`config.mk`:
```
export PLATFORM = sky130hd
export DESIGN_NAME = counter_cmd_ctrl_flat
export DESIGN_NICKNAME = d
export VERILOG_FILES = /design/src/rtl/counter_cmd_ctrl_if.sv /design/src/rtl/counter_cmd_ctrl.sv /design/src/flat_wrapper.sv
export SDC_FILE = /design/constraint.sdc
export NUM_CORES = 1
export LEC_CHECK = 0
export BUFFER_PORTS_ARGS = -buffer_cell sky130_fd_sc_hd__buf_2
export CORE_ASPECT_RATIO = 0.9
export CORE_MARGIN = 5
export CORE_UTILIZATION = 62
export CTS_CLUSTER_SIZE = 40
export DETAILED_ROUTE_END_ITERATION = 7
export PLACE_DENSITY_LB_ADDON = 0.2
export SYNTH_ARGS = -nofsm -noshare
export SYNTH_HDL_FRONTEND = slang
export SYNTH_SLANG_ARGS = --single-unit
```
`constraint.sdc`:
```
create_clock -name clk -period 2.7 [get_ports clk]
set_clock_uncertainty 0.2 [all_clocks]
set_input_delay 0.54 -clock clk [delete_from_list [all_inputs] [get_ports clk]]
set_output_delay 0.54 -clock clk [all_outputs]
set_load 0.01 [all_outputs]
```
`src/rtl/counter_cmd_ctrl_if.sv`:
```
// Button/command bundle between the push-button front end and its user:
// raw buttons in, one-cycle counter commands and repeat status out.
interface counter_cmd_ctrl_if;
    logic btn_load;
    logic btn_up;
    logic btn_down;
    logic load;
    logic up;
    logic down;
    logic repeating;

    modport master (
        output btn_load, btn_up, btn_down,
        input  load, up, down, repeating
    );

    modport slave (
        input  btn_load, btn_up, btn_down,
        output load, up, down, repeating
    );
endinterface

```
`src/rtl/counter_cmd_ctrl.sv`:
```
// Push-button command front end: synchronise and debounce three buttons, then
// issue mutually exclusive one-cycle load/up/down pulses with up/down auto-repeat.
module counter_cmd_ctrl #(
    parameter int DB_CYCLES    = 4,
    parameter int REPEAT_DELAY = 8,
    parameter int REPEAT_RATE  = 4
) (
    input  logic              clk,
    input  logic              reset,
    counter_cmd_ctrl_if.slave cmd
);
    localparam int DB_W    = $clog2(DB_CYCLES);
    localparam int RPT_MAX = (REPEAT_DELAY > REPEAT_RATE) ? REPEAT_DELAY : REPEAT_RATE;
    localparam int RPT_W   = $clog2(RPT_MAX);

    localparam logic [DB_W-1:0]  DB_LAST    = DB_W'(DB_CYCLES - 1);
    localparam logic [RPT_W-1:0] DELAY_LAST = RPT_W'(REPEAT_DELAY - 1);
    localparam logic [RPT_W-1:0] RATE_LAST  = RPT_W'(REPEAT_RATE - 1);

    localparam int B_LOAD = 0;
    localparam int B_UP   = 1;
    localparam int B_DOWN = 2;

    localparam logic [1:0] S_IDLE     = 2'd0;
    localparam logic [1:0] S_DELAY    = 2'd1;
    localparam logic [1:0] S_REPEAT   = 2'd2;
    localparam logic [1:0] S_WAIT_REL = 2'd3;

    logic [2:0]           btn_raw;
    logic [2:0]           sync_p0;
    logic [2:0]           sync_p1;
    logic [2:0]           db_p2;
    logic [2:0][DB_W-1:0] db_cnt_p2;
    logic [2:0]           db_prev_p3;
    logic [2:0]           rise_p3;

    logic [1:0]       state_p3, state_nxt;
    logic             owner_down_p3, owner_down_nxt;
    logic [RPT_W-1:0] rpt_cnt_p3, rpt_cnt_nxt;
    logic             load_p3, load_nxt;
    logic             up_p3, up_nxt;
    logic             down_p3, down_nxt;
    logic             rep_p3;
    logic             owner_lvl, other_lvl;

    assign btn_raw = {cmd.btn_down, cmd.btn_up, cmd.btn_load};

    // Stage p0/p1: two-flop synchroniser for the asynchronous buttons
    always_ff @(posedge clk or negedge reset) begin
        if (!reset) begin
            sync_p0 <= '0;
            sync_p1 <= '0;
        end else begin
            sync_p0 <= btn_raw;
            sync_p1 <= sync_p0;
        end
    end

    // Stage p2: debounced level flips after DB_CYCLES consecutive differing samples
    always_ff @(posedge clk or negedge reset) begin
        if (!reset) begin
            db_p2     <= '0;
            db_cnt_p2 <= '0;
        end else begin
            for (int i = 0; i < 3; i++) begin
                if (sync_p1[i] == db_p2[i]) begin
                    db_cnt_p2[i] <= '0;
                end else if (db_cnt_p2[i] == DB_LAST) begin
                    db_p2[i]     <= sync_p1[i];
                    db_cnt_p2[i] <= '0;
                end else begin
                    db_cnt_p2[i] <= db_cnt_p2[i] + 1'b1;
                end
            end
        end
    end

    // Stage p3: edge detection, command FSM and registered outputs
    assign rise_p3   = db_p2 & ~db_prev_p3;
    assign owner_lvl = owner_down_p3 ? db_p2[B_DOWN] : db_p2[B_UP];
    assign other_lvl = owner_down_p3 ? db_p2[B_UP]   : db_p2[B_DOWN];

    always_comb begin
        state_nxt      = state_p3;
        owner_down_nxt = owner_down_p3;
        rpt_cnt_nxt    = rpt_cnt_p3;
        load_nxt       = 1'b0;
        up_nxt         = 1'b0;
        down_nxt       = 1'b0;
        case (state_p3)
            S_IDLE: begin
                if (rise_p3[B_LOAD]) begin
                    load_nxt  = 1'b1;
                    state_nxt = S_WAIT_REL;
                end else if (rise_p3[B_UP] || rise_p3[B_DOWN]) begin
                    if (db_p2[B_UP] && db_p2[B_DOWN]) begin
                        state_nxt = S_WAIT_REL;
                    end else begin
                        owner_down_nxt = !rise_p3[B_UP];
                        up_nxt         = rise_p3[B_UP];
                        down_nxt       = !rise_p3[B_UP];
                        rpt_cnt_nxt    = DELAY_LAST;
                        state_nxt      = S_DELAY;
                    end
                end
            end
            S_DELAY, S_REPEAT: begin
                // A fresh load press wins over a repeat pulse due in the same cycle
                if (rise_p3[B_LOAD]) begin
                    load_nxt  = 1'b1;
                    state_nxt = S_WAIT_REL;
                end else if (!owner_lvl) begin
                    state_nxt = S_IDLE;
                end else if (other_lvl) begin
                    state_nxt = S_WAIT_REL;
                end else if (rpt_cnt_p3 == '0) begin
                    up_nxt      = !owner_down_p3;
                    down_nxt    = owner_down_p3;
                    rpt_cnt_nxt = RATE_LAST;
                    state_nxt   = S_REPEAT;
                end else begin
                    rpt_cnt_nxt = rpt_cnt_p3 - 1'b1;
                end
            end
            default: begin
                if (db_p2 == 3'b000) state_nxt = S_IDLE;
            end
        endcase
    end

    always_ff @(posedge clk or negedge reset) begin
        if (!reset) begin
            db_prev_p3    <= '0;
            state_p3      <= S_IDLE;
            owner_down_p3 <= 1'b0;
            rpt_cnt_p3    <= '0;
            load_p3       <= 1'b0;
            up_p3         <= 1'b0;
            down_p3       <= 1'b0;
            rep_p3        <= 1'b0;
        end else begin
            db_prev_p3    <= db_p2;
            state_p3      <= state_nxt;
            owner_down_p3 <= owner_down_nxt;
            rpt_cnt_p3    <= rpt_cnt_nxt;
            load_p3       <= load_nxt;
            up_p3         <= up_nxt;
            down_p3       <= down_nxt;
            rep_p3        <= (state_nxt == S_REPEAT);
        end
    end

    assign cmd.load      = load_p3;
    assign cmd.up        = up_p3;
    assign cmd.down      = down_p3;
    assign cmd.repeating = rep_p3;
endmodule

```
`src/flat_wrapper.sv`:
```
// flat-port wrapper written by rule: the top's interface ports become plain ports
module counter_cmd_ctrl_flat 
#(
    parameter int DB_CYCLES    = 4,
    parameter int REPEAT_DELAY = 8,
    parameter int REPEAT_RATE  = 4
)
  (clk, reset, cmd_btn_load, cmd_btn_up, cmd_btn_down, cmd_load, cmd_up, cmd_down, cmd_repeating);
  counter_cmd_ctrl_if cmd_i ();
  input  logic clk;
  input  logic reset;
  input wire logic [$bits(cmd_i.btn_load)-1:0] cmd_btn_load;
  input wire logic [$bits(cmd_i.btn_up)-1:0] cmd_btn_up;
  input wire logic [$bits(cmd_i.btn_down)-1:0] cmd_btn_down;
  output wire logic [$bits(cmd_i.load)-1:0] cmd_load;
  output wire logic [$bits(cmd_i.up)-1:0] cmd_up;
  output wire logic [$bits(cmd_i.down)-1:0] cmd_down;
  output wire logic [$bits(cmd_i.repeating)-1:0] cmd_repeating;
  assign cmd_i.btn_load = cmd_btn_load;
  assign cmd_i.btn_up = cmd_btn_up;
  assign cmd_i.btn_down = cmd_btn_down;
  assign cmd_load = cmd_i.load;
  assign cmd_up = cmd_i.up;
  assign cmd_down = cmd_i.down;
  assign cmd_repeating = cmd_i.repeating;
  counter_cmd_ctrl #(.DB_CYCLES(DB_CYCLES), .REPEAT_DELAY(REPEAT_DELAY), .REPEAT_RATE(REPEAT_RATE)) u_core (.clk(clk), .reset(reset), .cmd(cmd_i));
endmodule
```
==> results.sh, run 1 <==
export IMPL_via_per_inst=6.174
export IMPL_antenna_found_initial=0
export IMPL_fillCellCount=136
export IMPL_first_pass_iters=4
export IMPL_crit_chain="nand2b_1 -> a221o_1 -> and2_4 -> o221a_1"
export IMPL_clkTransAtPathRegs_ns=0.14
export IMPL_grt_use_total_pct=17.00
export IMPL_layoutNonFillerInstCount=144
export IMPL_cp_top_family="flip-flops"
export IMPL_cts_tree="yes"
export IMPL_start_util_pct=66.60
export IMPL_grt_pass1_wl_um=3870
export IMPL_ys_seq_area_share_pct=53.38
export IMPL_place_area_mm2=0.001366
export IMPL_clock_path_buffers=2
export IMPL_worst_setup_path_type="reg -> reg"
export IMPL_ctsHoldBuffers=0
export IMPL_drc=0
export IMPL_clock_latency_ns=0.33
export IMPL_ios=9
export IMPL_cp_max_fo=14
export IMPL_cts_num_sinks=28
export IMPL_vdd_drop_max_mv=0.8072
export IMPL_fin_area_mm2=0.001419
export IMPL_cpMaxStageDelayCell="dfrtp_1"
export IMPL_core_area_mm2=0.001971
export IMPL_grt_overflow_total=0
export IMPL_synth_top_area_share_pct=53.38
export IMPL_final_common_cell="dfrtp_1"
export IMPL_violations="negative hold slack"
export IMPL_regArea_um2=700.7
export IMPL_grt_max_degree=29
export IMPL_routabilityCongestion=0.9039
export IMPL_htree_levels=1
export IMPL_max_freq_mhz=487.2
export IMPL_power_per_cell_area_mw_per_mm2=1256
export IMPL_port_buffers=8
export IMPL_dpl_hpwl_um=1577
export IMPL_cts_resized=0
export IMPL_path_buf_inv=0
export IMPL_post_cts_buffers=0
export IMPL_drive_above_1_share_pct=19.33
export IMPL_slew_viol_final=0
export IMPL_synth_seq_cells=28
export IMPL_synth_cell_types=35
export IMPL_period_share_pct=76.01
export IMPL_tns_ns=0
export IMPL_vias=889
export IMPL_worstPathArrival_ns=2.07
export IMPL_final_cell_mix="dfrtp_1, ha_1, nand3_1, buf_2, inv_1"
export IMPL_rsz0062_at_grt="no"
export IMPL_place_inst=140
export IMPL_syn_inst=111
export IMPL_synthTopCellsByArea="dfrtp_1, ha_1, nand3_1"
export IMPL_worst_pin_slew_ns=0.5636
export IMPL_status="finished, violations left"
export IMPL_setup_violations=0
export IMPL_syn_to_final_growth_pct=8.103
export IMPL_grt_pass1_vias=876
export IMPL_num_rows=15
export IMPL_synth_area_leader_cell="dfrtp_1"
export IMPL_cts_inserted_buffers=3
export IMPL_die_x_um=58.50
export IMPL_num_antenna_cells=0
export IMPL_wl_per_cell_um=14.92
export IMPL_synthesis_area_mm2=0.001313
export IMPL_die_h_um=53.65
export IMPL_worstPathRequired_ns=2.72
export IMPL_cts_root_buf="clkbuf_4"
export IMPL_ant_nets=0
export IMPL_hold_slack_ns=-0.02030
export IMPL_hold_viol=28
export IMPL_cp_start_kind="register"
export IMPL_maxCapViolCount=0
export IMPL_syn_nets=125
export IMPL_relSlewSlack_pct=62.43
export IMPL_syn_area_per_cell_um2=11.82
export IMPL_yosys_warnings=0
export IMPL_end_kind="register"
export IMPL_drt_iter0_markers=24
export IMPL_timing_final_crit_period_ns=2.052
export IMPL_routed_wl_um=2149
export IMPL_power_mw=1.782
export IMPL_multi_input_area_um2=568.0
export IMPL_die_area_mm2=0.003139
export IMPL_p_leak_nw=0.6521
export IMPL_nNetsFinal=134
export IMPL_critical_path_max_stage_delay_ns=0.70
export IMPL_hp_class="in -> async"
## cell type report
cell class	count	area share, %
timing repair buffer	8	2.822
clock inverter	1	2.116
tap	25	2.205
sequential	28	49.38
multi-input combinational	72	40.04
clock buffer	3	1.587
inverter	7	1.852
## metal layers
layer  track usage (%)  part of all wire (%)  up-vias
met2             27.88                    49       29
met4             9.266                   2.9        0
met3             5.276                   5.7        8
met1             20.03                    43      436
met5                 0                     0        -
li1                  -                     -      416
## flip-flops by register name (all words and copies together) (netlist names), 2 cells and up
register and count:
u_core.state_p3 2, u_core.db_cnt_p2 6, u_core.sync_p1 3, u_core.rpt_cnt_p3 3, u_core.db_prev_p3 3, u_core.db_p2 3
u_core.sync_p0 3
## synthesized netlist by cell type
cell	count
nor3b_1	1
o211ai_1	1
inv_1	7
nor3_1	3
a32oi_1	1
a211o_1	1
and2_4	1
a221oi_2	1
nand2_1	4
buf_2	2
nand2b_2	1
clkbuf_1	2
a2bb2oi_2	1
nor2b_1	5
dfrtp_1	28
nor4b_1	1
ha_1	9
xnor2_1	3
o221a_1	3
a221o_1	1
nand3b_1	1
a211oi_2	1
nand2b_1	2
a41oi_1	1
nor2_1	5
mux2_2	3
o31ai_1	1
nor2b_2	1
a21oi_2	1
a21oi_1	4
a31oi_1	2
mux2i_2	1
nand3_1	8
nand4_1	2
o311ai_1	2
## cell families after synthesis
family / Yosys count / synth area share, %
fa+ha+maj: 9 / 8.580
compound gates: 21 / 14.20
xor+xnor: 3 / 2.002
simple gates: 35 / 14.87
flops: 28 / 53.38
mux: 4 / 3.622
buf+inv: 11 / 3.337
## per-stage QoR
step	setup slack, ns	util, %
after floorplan	0.9607	-
after global placement	0.7846	69.33
after detailed placement	0.7141	69.33
after CTS	0.6937	72.00
after global routing	0.6139	72.00
final	0.6476	72.00
## power by group
group          switching [mW]  internal [mW]
Combinational           0.423          0.363
Clock                   0.115          0.150
Sequential              0.167          0.564
## worst paths after layout
kind / start / end / slack, ns / cells after the start
max: u_core.db_p2[2] / u_core.rpt_cnt_p3[0] / 0.65 / 4
min: reset / u_core.cmd.down / -0.02 / 1
max reg2reg: u_core.db_p2[2] / u_core.rpt_cnt_p3[0] / 0.65 / 4
min reg2reg: u_core.sync_p0[0] / u_core.sync_p1[0] / 0.18 / 0
max in group asynchronous: reset / u_core.rpt_cnt_p3[2] / 1.95 / 1
min in group clk: cmd_btn_down / u_core.sync_p0[2] / 0.10 / 1
Power figures use the tool's default switching activity.
==> run 2: changes to the inputs <==
--- a/config.mk
+++ b/config.mk
@@ -5,10 +5,11 @@
 export SDC_FILE = /design/constraint.sdc
 export NUM_CORES = 1
 export LEC_CHECK = 0
+export ABC_AREA = 1
 export BUFFER_PORTS_ARGS = -buffer_cell sky130_fd_sc_hd__buf_2
 export CORE_ASPECT_RATIO = 0.9
 export CORE_MARGIN = 5
-export CORE_UTILIZATION = 62
+export CORE_UTILIZATION = 52
 export CTS_CLUSTER_SIZE = 40
 export DETAILED_ROUTE_END_ITERATION = 7
 export PLACE_DENSITY_LB_ADDON = 0.2
==> constraint.sdc (replaced) <==
create_clock -name clk -period 1.7 [get_ports clk]
set_clock_uncertainty 0.2 [all_clocks]
set_input_delay 0.34 -clock clk [delete_from_list [all_inputs] [get_ports clk]]
set_output_delay 0.34 -clock clk [all_outputs]
set_load 0.01 [all_outputs]
==> results.sh, run 2 <==
export IMPL_cts_tree="yes"
export IMPL_power_per_cell_area_mw_per_mm2=1981
export IMPL_drt_iter0_markers=29
export IMPL_synth_cell_types=24
export IMPL_cts_inserted_buffers=3
export IMPL_fin_area_mm2=0.001560
export IMPL_worstPathArrival_ns=1.68
export IMPL_synth_ff_type="dfrtp_1"
export IMPL_top_register="u_core.db_cnt_p2"
export IMPL_timing_final_crit_period_ns=1.616
export IMPL_synthTopCellsByArea="dfrtp_1, ha_1, nand2_1"
export IMPL_syn_nets=149
export IMPL_ant_nets=0
export IMPL_synth_area_leader_cell="dfrtp_1"
export IMPL_r2r_cells=11
export IMPL_hp_class="reg -> reg"
export IMPL_synth_edf_count=0
export IMPL_tns_ns=0
export IMPL_vdd_drop_max_mv=1.176
export IMPL_end_kind="register"
export IMPL_vias=914
export IMPL_clkTransAtPathRegs_ns=0.16
export IMPL_max_freq_mhz=618.7
export IMPL_grt_max_degree=29
export IMPL_routed_wl_um=2206
export IMPL_start_util_pct=54.22
export IMPL_status="complete, no violations"
export IMPL_clock_latency_ns=0.34
export IMPL_syn_inst=135
export IMPL_cp_start_kind="register"
export IMPL_rrSetupSlack_ns=0.08
export IMPL_num_antenna_cells=0
export IMPL_final_cell_mix="dfrtp_1, nand2_1, inv_1"
export IMPL_yosys_warnings=0
export IMPL_dr_max_layer_used="met4"
export IMPL_worst_pin_slew_ns=0.5893
export IMPL_worstPathRequired_ns=1.76
export IMPL_synthArstFlopShare_pct=100.0
export IMPL_syn_to_final_growth_pct=17.64
export IMPL_p_leak_nw=0.8032
export IMPL_grt_use_total_pct=13.90
export IMPL_setup_violations=0
export IMPL_met2_length_um=1196
export IMPL_nNetsFinal=169
export IMPL_worst_setup_path_type="reg -> reg"
export IMPL_grt_pass1_vias=996
export IMPL_htree_levels=1
export IMPL_grt_pass1_wl_um=4077
export IMPL_wl_met3_um=72
export IMPL_r2r_start="u_core.rpt_cnt_p3[0]"
export IMPL_syn_area_per_cell_um2=9.824
export IMPL_drc=0
export IMPL_wl_met1_um=902
export IMPL_routabilityCongestion=0.8096
export IMPL_ys_seq_area_share_pct=52.83
export IMPL_synthesis_area_mm2=0.001326
export IMPL_ios=9
export IMPL_dpl_hpwl_um=1643
export IMPL_die_area_mm2=0.003662
export IMPL_grt_overflow_total=0
export IMPL_place_area_mm2=0.001409
export IMPL_port_buffers=8
export IMPL_antenna_found_initial=0
export IMPL_fillCellCount=203
export IMPL_synth_most_common_cell="dfrtp_1"
export IMPL_wl_per_cell_um=12.12
export IMPL_num_rows=17
export IMPL_fin_util_pct=63.79
export IMPL_critical_path_startpoint="u_core.rpt_cnt_p3[0]"
export IMPL_cp_max_fo=4
export IMPL_relSlewSlack_pct=60.71
export IMPL_slew_viol_final=0
export IMPL_drive_above_1_share_pct=25.32
export IMPL_hold_viol=0
export IMPL_period_share_pct=95.07
export IMPL_cts_num_sinks=28
export IMPL_synth_seq_cells=28
export IMPL_die_h_um=57.91
export IMPL_ys_top_cells_by_count="dfrtp_1, nand2_1, inv_1"
export IMPL_largest_reg_flops=6
export IMPL_core_area_mm2=0.002446
export IMPL_maxCapViolCount=0
export IMPL_power_mw=3.091
export IMPL_clock_path_buffers=2
export IMPL_die_x_um=63.24
export IMPL_cts_root_buf="clkbuf_4"
export IMPL_crit_end="u_core.state_p3[1]"
export IMPL_synth_top_area_share_pct=52.83
export IMPL_first_pass_iters=5
export IMPL_final_common_cell="dfrtp_1"
export IMPL_reg2reg_to="u_core.state_p3[1]"
export IMPL_via_per_inst=5.022
run 2: cell count changes after synthesis, moves of 3 or more:
cell,change
nand2_1,+19
nor2b_1,-5
o221a_1,-3
nor2_1,+6
mux2_2,-3
inv_1,+10
inv_2,+3
nand2_2,+5
o21ai_1,+3
o21ai_0,+3
run 2: worst min path at each step:
stage	start	slack, ns	end	cells past startpoint
floorplan	reset	-0.16	u_core.cmd.down	0
global placement	u_core.sync_p0[2]	0.14	u_core.sync_p1[2]	0
detailed placement	u_core.sync_p0[1]	0.14	u_core.sync_p1[1]	0
CTS	u_core.sync_p0[1]	0.18	u_core.sync_p1[1]	0
global route	u_core.sync_p0[1]	0.20	u_core.sync_p1[1]	0
finish	u_core.sync_p0[0]	0.17	u_core.sync_p1[0]	0
run 2: report_power, final:
group	total, mW	switching (mW)	internal, mW
registers	1.10	0.198	0.906
clock network	0.442	0.203	0.239
logic	1.54	0.884	0.660
run 2: logic make-up (layout without fill, tap and decap cells):
| logic type | count (synthesis) | count (layout) | synth area share, % |
|---|---|---|---|
| xor gates and xnor gates | 3 | 3 | 1.981 |
| AOI/OAI and AO/OA | 12 | 12 | 5.188 |
| adders and majority gates | 9 | 9 | 8.491 |
| DFF | 28 | 28 | 52.83 |
| buffers and inverters | 25 | 44 | 8.396 |
| and+or+nand+nor | 58 | 58 | 23.11 |
run 2: layout make-up:
cell class	instances	area, um^2	area share, %
Sequential cell	28	700.7	44.91
Multi-Input combinational cell	82	565.5	36.25
Timing Repair Buffer	17	117.6	7.538
Inverter	23	88.84	5.694
Tap cell	28	35.03	2.245
Clock inverter	1	30.03	1.925
Clock buffer	3	22.52	1.443
run 2: repair_timing:
item,4_1_cts,5_1_grt
hold buffers,4,0
resized for setup,2,7
setup buffers,0,1
endpoints found under the setup margin,3,7
pin swaps,0,2
hold endpoints to repair,31,0
run 2: layer usage:
layer,vias to the layer above,GRT usage (%)
met5,-,0
met3,4,4.070
li1,459,-
met2,13,26.21
met1,438,14.59
met4,0,5.341
run 2: stage by stage:
step                      setup slack (ns)  hold WS [ns]  cells
final                              0.08374        0.1699    182
after global routing              -0.01163        0.1992    182
after CTS                         0.001764        0.1761    181
after detailed placement          -0.03028        0.1426    173
after global placement             0.06928        0.1400    173
after floorplan                     0.1328       -0.1556    135
run 2: worst max-delay path, stage by stage, from the launching register on:
cell and delay [ns]:
dfrtp_1 0.40, inv_2 0.06, ha_4 0.16, ha_4 0.16, nor2_1 0.09, nand2_1 0.06
nand2_1 0.06, nand2_1 0.05, nand2_1 0.06, nand3_1 0.10, nand2_2 0.09, inv_1 0.04
==> run 3: changes to the inputs <==
--- a/config.mk
+++ b/config.mk
@@ -6,13 +6,14 @@
 export NUM_CORES = 1
 export LEC_CHECK = 0
 export ABC_AREA = 1
-export BUFFER_PORTS_ARGS = -buffer_cell sky130_fd_sc_hd__buf_2
 export CORE_ASPECT_RATIO = 0.9
 export CORE_MARGIN = 5
-export CORE_UTILIZATION = 52
+export CORE_UTILIZATION = 55
 export CTS_CLUSTER_SIZE = 40
 export DETAILED_ROUTE_END_ITERATION = 7
+export DONT_BUFFER_PORTS = 1
 export PLACE_DENSITY_LB_ADDON = 0.2
+export SLEW_MARGIN = 20
 export SYNTH_ARGS = -nofsm -noshare
 export SYNTH_HDL_FRONTEND = slang
 export SYNTH_SLANG_ARGS = --single-unit
==> results.sh, run 3 (same netlist as run 2, synthesis figures left out) <==
export IMPL_status="complete, no violations"
export IMPL_grt_pass1_wl_um=4112
export IMPL_worstPathRequired_ns=1.75
export IMPL_grt_max_degree=29
export IMPL_top_register="u_core.db_cnt_p2"
export IMPL_clkTransAtPathRegs_ns=0.16
export IMPL_relSlewSlack_pct=75.59
export IMPL_critical_path_max_stage_delay_ns=0.37
export IMPL_crit_chain="inv_1 -> ha_2 -> ha_4 -> nor2_2 -> nand2_1 -> nand2_1 -> nand2_1 -> nand2_1 -> nand3_2 -> nand2_2 -> nor2_2"
export IMPL_hold_viol=0
export IMPL_fin_util_pct=69.64
export IMPL_cts_inserted_buffers=3
export IMPL_die_x_um=61.76
export IMPL_clock_path_buffers=2
export IMPL_vias=966
export IMPL_routabilityCongestion=0.7885
export IMPL_slew_viol_final=0
export IMPL_cts_root_buf="clkbuf_4"
export IMPL_ios=9
export IMPL_core_area_mm2=0.002242
export IMPL_port_buffers=0
export IMPL_antenna_found_initial=0
export IMPL_syn_to_final_growth_pct=17.74
export IMPL_nNetsFinal=163
export IMPL_grt_use_total_pct=15.27
export IMPL_die_h_um=56.59
export IMPL_drive_above_1_share_pct=26.35
export IMPL_drc=0
export IMPL_drt_iter0_markers=31
export IMPL_timing_final_crit_period_ns=1.607
export IMPL_rsz0062_at_grt="yes"
export IMPL_vdd_drop_max_mv=1.449
export IMPL_cpMaxStageDelayCell="dfrtp_1"
export IMPL_hp_class="reg -> reg"
export IMPL_num_antenna_cells=0
export IMPL_fillCellCount=164
export IMPL_htree_levels=1
export IMPL_tns_ns=0
export IMPL_grt_pass1_vias=949
export IMPL_largest_reg_flops=6
export IMPL_clock_latency_ns=0.33
export IMPL_worst_pin_slew_ns=0.3662
export IMPL_cp_start_kind="register"
export IMPL_cts_num_sinks=28
export IMPL_dpl_hpwl_um=1630
export IMPL_grt_overflow_total=0
export IMPL_cpMostUsedCell="nand2_1"
export IMPL_final_cell_mix="dfrtp_1, nand2_1, inv_1"
export IMPL_cp_max_fo=4
export IMPL_first_pass_iters=5
export IMPL_cp_top_family="simple AND/OR/NAND/NOR gates"
export IMPL_period_share_pct=94.53
export IMPL_wl_per_cell_um=13.43
export IMPL_worstPathArrival_ns=1.66
export IMPL_start_util_pct=59.15
export IMPL_ant_nets=0
export IMPL_power_per_cell_area_mw_per_mm2=2054
export IMPL_die_area_mm2=0.003495
export IMPL_cts_tree="yes"
export IMPL_num_rows=16
export IMPL_final_common_cell="dfrtp_1"
export IMPL_worst_setup_path_type="reg -> reg"
export IMPL_end_kind="register"
export IMPL_setup_violations=0
export IMPL_rrSetupSlack_ns=0.09
export IMPL_maxCapViolCount=0
export IMPL_p_leak_nw=0.7825
export IMPL_routed_wl_um=2350
export IMPL_max_freq_mhz=622.2
export IMPL_path_buf_inv=1
export IMPL_via_per_inst=5.520
-- run 3: changes by cell type in the layout (fill, tap and decap cells not counted), sizes merged --
cell	before	now
buf	13	7
-- run 3: final timing paths --
check                                startpoint              endpoint  cells after the start
min                           u_core.sync_p0[2]     u_core.sync_p1[2]                      0
max reg2reg                u_core.rpt_cnt_p3[1]  u_core.cmd.repeating                     11
min in group asynchronous                 reset         u_core.cmd.up                      2
min reg2reg                   u_core.sync_p0[2]     u_core.sync_p1[2]                      0
max in group asynchronous                 reset       u_core.db_p2[0]                      2
max                        u_core.rpt_cnt_p3[1]  u_core.cmd.repeating                     11
-- run 3: final cells by class --
type                    instances  area (um^2)  share of cell area (%)
multi-input cells              82        579.3                   37.10
repair buffers                 11        105.1                   6.731
well taps                      27        33.78                   2.163
flip-flops and latches         28        701.9                   44.95
inverters                      23        88.84                   5.689
clock inverters                 1        30.03                   1.923
clock buffers                   3        22.52                   1.442
-- run 3: metal layers --
layer | routed length [um] | vias to the layer above | global-route usage, %
met4 | 42 | 0 | 2.727
met3 | 141 | 8 | 4.358
li1 | - | 447 | -
met2 | 1190 | 42 | 24.51
met1 | 976 | 469 | 20.43
met5 | 0 | - | 0
-- run 3: timing repair --
action,4_1_cts,5_1_grt
hold endpoints to repair,31,0
hold buffers,5,0
resized for setup,2,13
endpoints found under the setup margin,2,6
pin swaps,0,8
setup buffers,0,2
-- run 3: report_power, final --
| part | leakage (nW) | internal, mW | switching (mW) |
|---|---|---|---|
| Sequential | 0.346 | 0.910 | 0.221 |
| Combinational | 0.409 | 0.691 | 0.949 |
| Clock | 0.0279 | 0.238 | 0.198 |
-- run 3: stage by stage --
step	power (mW)	instance area [um^2]	hold WS, ns	instances	setup WS [ns]
finish	3.207	1562	0.1658	175	0.09292
global route	3.499	1562	0.1838	175	-0.04266
CTS	2.979	1485	0.1711	173	0.005031
detailed placement	2.494	1368	-0.1548	164	-0.03047
global placement	2.438	1368	-0.1548	164	0.0001714
floorplan	2.192	1326	-0.1556	135	0.1328
